**config.mk**
```make
export PLATFORM = sky130hd
export DESIGN_NAME = instr_prefetch
export DESIGN_NICKNAME = d
export VERILOG_FILES = /design/src/rtl/instr_prefetch.sv
export SDC_FILE = /design/constraint.sdc
export NUM_CORES = 2
export LEC_CHECK = 0
export ABC_AREA = 1
export BUFFER_PORTS_ARGS = -buffer_cell sky130_fd_sc_hd__buf_2
export CORE_UTILIZATION = 30
export DETAILED_ROUTE_END_ITERATION = 7
export PLACE_DENSITY_LB_ADDON = 0.12
export SLEW_MARGIN = 20
export SYNTH_ARGS = -nofsm -noshare
export SYNTH_HDL_FRONTEND = slang
export SYNTH_SLANG_ARGS = --single-unit
```
**constraint.sdc**
```tcl
create_clock -name clk -period 10.06 [get_ports clk]
set_input_delay 1.509 -clock clk [delete_from_list [all_inputs] [get_ports clk]]
set_output_delay 1.509 -clock clk [all_outputs]
set_load 0.01 [all_outputs]
```
**src/rtl/instr_prefetch.sv**
```systemverilog
// instr_prefetch: burst instruction prefetcher feeding a first-word-fall-through buffer.
// Define INSTR_PREFETCH_ZERO_HALT_EN to stop fetching after an all-zero beat.
`ifndef SYSBUS_MEMORY
`define SYSBUS_MEMORY 4'h0
`endif

module instr_prefetch #(
  parameter int BUS_DATA_WIDTH = 64,
  parameter int BUS_TAG_WIDTH  = 13,
  parameter int BURST_BEATS    = 8,
  parameter int FIFO_DEPTH     = 16
) (
  input  logic                      clk,
  input  logic                      reset,
  input  logic [63:0]               entry,
  output logic                      bus_reqcyc,
  output logic [BUS_DATA_WIDTH-1:0] bus_req,
  output logic [BUS_TAG_WIDTH-1:0]  bus_reqtag,
  input  logic                      bus_reqack,
  input  logic                      bus_respcyc,
  input  logic [BUS_DATA_WIDTH-1:0] bus_resp,
  input  logic [BUS_TAG_WIDTH-1:0]  bus_resptag,
  output logic                      bus_respack,
  input  logic                      redirect_valid,
  input  logic [63:0]               redirect_pc,
  output logic                      instr_valid,
  input  logic                      instr_ready,
  output logic [31:0]               instr,
  output logic [63:0]               instr_pc,
  output logic                      halt
);

  localparam logic [63:0] BURST_BYTES = 64'(BURST_BEATS * 8);
  localparam logic [63:0] ALIGN_MASK = ~(BURST_BYTES - 64'd1);
  localparam int AW = $clog2(FIFO_DEPTH);
  localparam int CW = $clog2(BURST_BEATS) + 1;
  localparam logic [CW-1:0] LAST = CW'(BURST_BEATS - 1);
  localparam logic [AW:0] DEPTH = (AW+1)'(FIFO_DEPTH);
  localparam logic [BUS_TAG_WIDTH-1:0] TAG =
    BUS_TAG_WIDTH'({1'b1, `SYSBUS_MEMORY, 8'b0});

  typedef enum logic [2:0] {IDLE, REQ, RESP, DRAIN, HALT} state_t;

  state_t state, state_n;
  logic [63:0] fetch, fetch_n;
  logic [63:0] target, target_n;
  logic [CW-1:0] cnt, cnt_n;
  logic halt_pend, halt_pend_n;

  logic [31:0] mem_i [FIFO_DEPTH];
  logic [63:0] mem_pc [FIFO_DEPTH];
  logic [AW-1:0] rd, wr;
  logic [AW:0] count;

  logic redir, fire, last, zero, push, pop;
  logic keep_lo, keep_hi;
  logic [63:0] beat_addr;
  logic [1:0] n_push;
  logic unused_tag;

  assign unused_tag = ^bus_resptag;

  assign redir = redirect_valid && (state != IDLE);
  assign fire = bus_respcyc && bus_respack;
  assign last = (cnt == LAST);
  assign beat_addr = fetch + (64'(cnt) << 3);
  assign keep_lo = (beat_addr >= target);
  assign keep_hi = ((beat_addr + 64'd4) >= target);

`ifdef INSTR_PREFETCH_ZERO_HALT_EN
  assign zero = (bus_resp == '0);
  assign halt = (state == HALT);
`else
  assign zero = 1'b0;
  assign halt = 1'b0;
`endif

  assign push = (state == RESP) && fire && !redir && !zero;
  assign n_push = push ? ({1'b0, keep_lo} + {1'b0, keep_hi}) : 2'd0;

  assign instr_valid = (count != '0);
  assign pop = instr_valid && instr_ready && !redir;
  assign instr = mem_i[rd];
  assign instr_pc = mem_pc[rd];

  assign bus_reqcyc = (state == REQ);
  assign bus_req = bus_reqcyc ? fetch : '0;
  assign bus_reqtag = bus_reqcyc ? TAG : '0;

  // Free space counts registered occupancy only, keeping instr_ready off the bus path
  always_comb begin
    bus_respack = 1'b0;
    if (!reset) begin
      if (state == RESP)
        bus_respack = bus_respcyc && ((DEPTH - count) >= (AW+1)'(2));
      else if (state == DRAIN)
        bus_respack = bus_respcyc;
    end
  end

  always_comb begin
    state_n = state;
    fetch_n = fetch;
    target_n = target;
    cnt_n = cnt;
    halt_pend_n = halt_pend;
    if (fire)
      cnt_n = last ? '0 : cnt + 1'b1;
    if (redir) begin
      fetch_n = redirect_pc & ALIGN_MASK;
      target_n = redirect_pc;
      halt_pend_n = 1'b0;
    end
    unique case (state)
      IDLE: state_n = REQ;
      REQ: begin
        cnt_n = '0;
        if (redir)
          state_n = bus_reqack ? DRAIN : REQ;
        else if (bus_reqack)
          state_n = RESP;
      end
      RESP: begin
        if (redir) begin
          state_n = (fire && last) ? REQ : DRAIN;
        end else if (fire && zero) begin
          state_n = last ? HALT : DRAIN;
          halt_pend_n = !last;
        end else if (fire && last) begin
          fetch_n = fetch + BURST_BYTES;
          target_n = fetch + BURST_BYTES;
          state_n = REQ;
        end
      end
      DRAIN: begin
        if (fire && last) begin
          state_n = halt_pend_n ? HALT : REQ;
          halt_pend_n = 1'b0;
        end
      end
      HALT: if (redir) state_n = REQ;
      default: state_n = IDLE;
    endcase
  end

  always_ff @(posedge clk) begin
    if (reset) begin
      state <= IDLE;
      fetch <= entry & ALIGN_MASK;
      target <= entry;
      cnt <= '0;
      halt_pend <= 1'b0;
    end else begin
      state <= state_n;
      fetch <= fetch_n;
      target <= target_n;
      cnt <= cnt_n;
      halt_pend <= halt_pend_n;
    end
  end

  always_ff @(posedge clk) begin
    if (reset || redir) begin
      rd <= '0;
      wr <= '0;
      count <= '0;
    end else begin
      wr <= wr + AW'(n_push);
      rd <= rd + AW'(pop);
      count <= count + (AW+1)'(n_push) - (AW+1)'(pop);
    end
  end

  // Leading words below the target PC are dropped before they reach the buffer
  always_ff @(posedge clk) begin
    if (push) begin
      if (keep_lo) begin
        mem_i[wr] <= bus_resp[31:0];
        mem_pc[wr] <= beat_addr;
        mem_i[wr + AW'(1)] <= bus_resp[63:32];
        mem_pc[wr + AW'(1)] <= beat_addr + 64'd4;
      end else if (keep_hi) begin
        mem_i[wr] <= bus_resp[63:32];
        mem_pc[wr] <= beat_addr + 64'd4;
      end
    end
  end

endmodule

```
==> results.md <==
STA:
- The final-report max-slew violation count is 0.
- The worst path needs 8.71 ns of the cycle, external delays included.
- The number of setup violations in the final report is 0.
- The slew at the pin with the worst max-slew slack is 1.19 ns.
- Summed over all failing endpoints, the final setup total negative slack is 0 ns.
- Setup repair after global routing left no endpoint under its margin.
- The hold violation count in the final report was 0.
- The upper clock frequency limit is 115 MHz.
- The setup clock skew after layout is 0.111 ns.
- The post-route clock period utilization is 0.866.
- The worst slew margin relative to its limit is 0.205.
- The post-layout worst setup margin is 1.35 ns.

Placement:
- The cell area after placement is 102000 um2.
- The count of buffers added on input and output ports is 361.
- The pre-CTS worst setup slack is 1.18 ns.
- Counting tap cells, the placed design contains a total of 15.1k instances.
- The estimated wirelength of the detail-placed design is 242000 um.
- The routability congestion estimate is 0.919.

Final layout:
- The final net count is 11.4k.
- In the final layout, flip-flops and latches occupy 49100 um2.
- In the final layout, the multi-input gates occupy 41000 um2.
- With fillers left out, the area of the finished cells amounts to 108000 um2.
- The post-layout instance count excluding filler cells is 15.5k.
- Measured on the finished design, the core utilization comes to 0.340.
- Of the cells placed in the final design, the portion with a size suffix greater than 1 is 0.0973.
- From synthesis to final layout, the design area changed by 12.2%.
- The count of filler cells inserted in the layout is 33.2k.

Outcome:
- The final reports fail on DRC.
- The run finished, with violations left.

Global routing:
- The wire length of the first global-routing pass is 588000 um.
- The number of global-route vias before repair came to 77.9k.
- The largest net degree at the start of global routing is 197.
- For this run, the total global-route usage over all layers was measured as 0.251.
- Summed over all layers, the global routing overflow is 0.
- The number of antenna violations at the first check in global routing was 12.

Worst setup path:
- The endpoint of the lowest-slack register-to-register path is mem_i[12][9]$_DFFE_PP_.
- The slowest stage of the critical path is the sky130_fd_sc_hd__inv_6 cell.
- In this run the worst path has a maximum fanout of 46.
- The worst setup path is launched from a register.
- In this design, the critical path's most frequently occurring cell is sky130_fd_sc_hd__nand2_1.
- For the worst setup path, the data arrival time is 9.23 ns.
- Counting cells, the worst reg-to-reg path comes to 32.
- The path type of the worst setup path is register to register.
- The category of cells accounting for the largest share of critical-path delay is simple AND/OR/NAND/NOR gates.
- The critical path required time is 10.58 ns.
- The worst register-to-register path begins at cnt[0]$_SDFFE_PP0P_.
- STA classifies the critical path endpoint as a register.
- The delay of the slowest critical-path stage is 0.76 ns.
- The number of buffer and inverter instances along the worst setup path is 6.
- For flop-to-flop paths, the worst setup slack is 1.35 ns.

Clock tree:
- Clock latency on the worst-skew pair, taken at its later pin, is 0.95 ns.
- Counting the buffers created by CTS gives 205.
- The post-cts repair resize count is 0.
- The total setup buffers inserted after CTS is 0.
- Counting every sink on the clock net gives 1685.
- The H-tree level count is 4.
- The tree is rooted in a sky130_fd_sc_hd__clkbuf_16.
- The clock tree from TritonCTS is built.
- The maximum buffer depth of the clock tree is 4.
- Buffers inserted to repair hold after CTS numbered 0.
- After clock tree synthesis, the clock-pin slew on the worst setup and hold paths is 0.05 ns.

Power and ir drop:
- VDD sags by at most 0.181 mV.
- The power density normalized to cell area is 201 nW/um2.
- The leakage power total is 40.7 nW.

Logic synthesis:
- Of the total synthesized cell area, the portion taken by AND, OR, NAND and NOR gates is 0.180.
- After synthesis, the share of cell area in mux cells is 0.0398.
- Of the total synthesized cell area, the portion taken by XOR and XNOR cells is 0.00799.
- Ranked by total cell area, the synthesized netlist is headed by sky130_fd_sc_hd__edfxtp_1, sky130_fd_sc_hd__nand2_1, sky130_fd_sc_hd__o21ai_0.
- The count of distinct cell types in the synthesized netlist is 61.
- The fraction of the yosys area taken by sequential cells is 0.508.
- The number of enable-type register cells in the synthesized netlist is 1536.
- After synthesis the netlist holds a flip-flop and latch count of 1685.
- The complex-gate fraction of the synthesized area is 0.171.
- The synthesized area per cell is 8.58 um2.
- The most instantiated flip-flop cell in the synthesis netlist is sky130_fd_sc_hd__edfxtp_1.
- Of the post-synthesis cell area, the dominant cell type holds 0.478.
- After synthesis, the largest family of logic cells by area is simple AND/OR/NAND/NOR gates.
- The mapped netlist covers 96600 um2.
- The share of flip-flops with an asynchronous set or reset after synthesis is 0.
- Of the total synthesized cell area, the portion taken by full adders, half adders and majority gates is 0.0199.
- The count of mapped cells out of synthesis is 11.3k.
- The warning count from the yosys run is 0.
- The largest area contributor in the synthesized netlist is sky130_fd_sc_hd__edfxtp_1.

Min path:
- The tightest min-delay check is of the register to register type.
- The hold-critical path endpoint is halt_pend$_SDFF_PP0_.
- The worst hold path passes through 2 cells.
- The launch point of the worst hold path is halt_pend$_SDFF_PP0_.

Floorplan:
- The horizontal die dimension is 569 um.
- The die footprint is 324000 um2.
- 388 I/O pins were placed.
- The total area inside the core boundary comes to 319000 um2.
- The die is 569 um tall.
- The effective utilization at floorplan is 0.303.
- After floorplanning, the core was divided into 207 placement rows.

Route:
- The number of optimization iterations in the first detailed-route pass is 8.
- In the routed design, unresolved DRC markers number 5.
- After detailed routing, the average wire length per cell comes to 27.0 um.
- Wires add up to 419000 um.
- In the routed layout, each cell is associated on average with a via count of 5.39.
- The detailed router finished its first iteration with 9292 violations.
- The via total after detailed routing is 83.5k.
- The post-detailed-route count of antenna-violating nets is 0.

Run:
- The number of maximum-capacitance violations is 0.
-- sequential cells by signal, summed over array words and instances, names as in the netlist --
name	flops
cnt	4
count	5
fetch	64
halt_pend	1
mem_i	512
mem_pc	1024
rd	4
state	3
target	64
wr	4
-- how the worst max path moves through the flow --
stage,start,cells past startpoint,endpoint
floorplan,cnt[0]$_SDFFE_PP0P_,36,mem_i[15][0]$_DFFE_PP_
CTS,cnt[0]$_SDFFE_PP0P_,32,mem_i[12][13]$_DFFE_PP_
finish,cnt[0]$_SDFFE_PP0P_,32,mem_i[12][9]$_DFFE_PP_
global route,cnt[0]$_SDFFE_PP0P_,32,mem_i[12][9]$_DFFE_PP_
detailed placement,cnt[0]$_SDFFE_PP0P_,32,mem_i[12][14]$_DFFE_PP_
global placement,cnt[0]$_SDFFE_PP0P_,32,mem_i[12][4]$_DFFE_PP_
-- cells in the mapped netlist (6+ instances only) --
cell and n:
sky130_fd_sc_hd__inv_2 34, sky130_fd_sc_hd__clkinv_1 23, sky130_fd_sc_hd__nor2_2 30, sky130_fd_sc_hd__nand3_1 676, sky130_fd_sc_hd__o21ai_2 13, sky130_fd_sc_hd__o211ai_1 414, sky130_fd_sc_hd__nor2_4 14, sky130_fd_sc_hd__clkbuf_1 715
sky130_fd_sc_hd__a211oi_1 10, sky130_fd_sc_hd__a22oi_1 62, sky130_fd_sc_hd__nor3_1 20, sky130_fd_sc_hd__nand2_1 2849, sky130_fd_sc_hd__o21ai_0 1880, sky130_fd_sc_hd__nor2_1 370, sky130_fd_sc_hd__nand4_1 72, sky130_fd_sc_hd__nor4_1 8
sky130_fd_sc_hd__a21oi_1 472, sky130_fd_sc_hd__inv_1 764, sky130_fd_sc_hd__edfxtp_1 1536, sky130_fd_sc_hd__buf_2 72, sky130_fd_sc_hd__xor2_1 72, sky130_fd_sc_hd__nand2_2 70, sky130_fd_sc_hd__buf_4 52, sky130_fd_sc_hd__o21ai_1 153
sky130_fd_sc_hd__clkbuf_2 6, sky130_fd_sc_hd__buf_6 11, sky130_fd_sc_hd__nand3_2 24, sky130_fd_sc_hd__dfxtp_1 149, sky130_fd_sc_hd__buf_1 87, sky130_fd_sc_hd__mux2i_1 384, sky130_fd_sc_hd__nand3_4 6, sky130_fd_sc_hd__ha_1 149
-- layout by cell type, fill, tap and decap left out, types with 124 or more instances in the layout --
| cell | n |
|---|---|
| sky130_fd_sc_hd__ha_1 | 149 |
| sky130_fd_sc_hd__buf_4 | 124 |
| sky130_fd_sc_hd__nor2_1 | 366 |
| sky130_fd_sc_hd__edfxtp_1 | 1536 |
| sky130_fd_sc_hd__o211ai_1 | 414 |
| sky130_fd_sc_hd__dfxtp_1 | 144 |
| sky130_fd_sc_hd__buf_2 | 360 |
| sky130_fd_sc_hd__nand2_1 | 2838 |
| sky130_fd_sc_hd__o21ai_0 | 1880 |
| sky130_fd_sc_hd__mux2i_1 | 384 |
| sky130_fd_sc_hd__clkbuf_16 | 208 |
| sky130_fd_sc_hd__inv_1 | 750 |
| sky130_fd_sc_hd__a21oi_1 | 470 |
| sky130_fd_sc_hd__nand3_1 | 660 |
-- metal layers --
layer	vias to the layer above	wire length, um	track usage
li1	38500	-	-
met1	40700	184000	0.346
met2	3611	193000	0.409
met3	616	28200	0.0299
met4	4	13800	0.0764
met5	-	27	0
-- final cells by class --
cell class                 count  share of cell area
clock buffer                 267              0.0506
timing repair buffer         520              0.0319
clock inverter                98             0.00754
sequential                  1685               0.453
antenna                        7            0.000162
inverter                     822              0.0290
tap                         4284              0.0495
multi-input combinational   7816               0.378
-- cell families after synthesis --
group	count (synthesis)
xor gates and xnor gates	80
buffers and inverters	1765
DFF	1685
AOI/OAI and AO/OA	3027
muxes	384
and+or+nand+nor	4160
other	1
adders and majority gates	152
-- tightest hold or removal path: stages (launching register included) --
cell and delay [ns]:
sky130_fd_sc_hd__dfxtp_1 0.29, sky130_fd_sc_hd__nand2_1 0.07, sky130_fd_sc_hd__a211oi_1 0.04
-- power by group --
group | total, mW | switching (mW) | internal (mW)
clock | 7.24 | 3.18 | 4.06
combinational | 6.34 | 4.34 | 2.01
sequential | 8.21 | 0.202 | 8.01
-- stage by stage --
stage,hold WS [ns],power (mW)
2_1_floorplan,0.433,12.5
3_3_place_gp,0.451,14.5
3_5_place_dp,0.445,14.6
4_1_cts,0.454,21.9
5_1_grt,0.463,22.9
6_report,0.452,21.8
(Power assumes the default switching activity.)
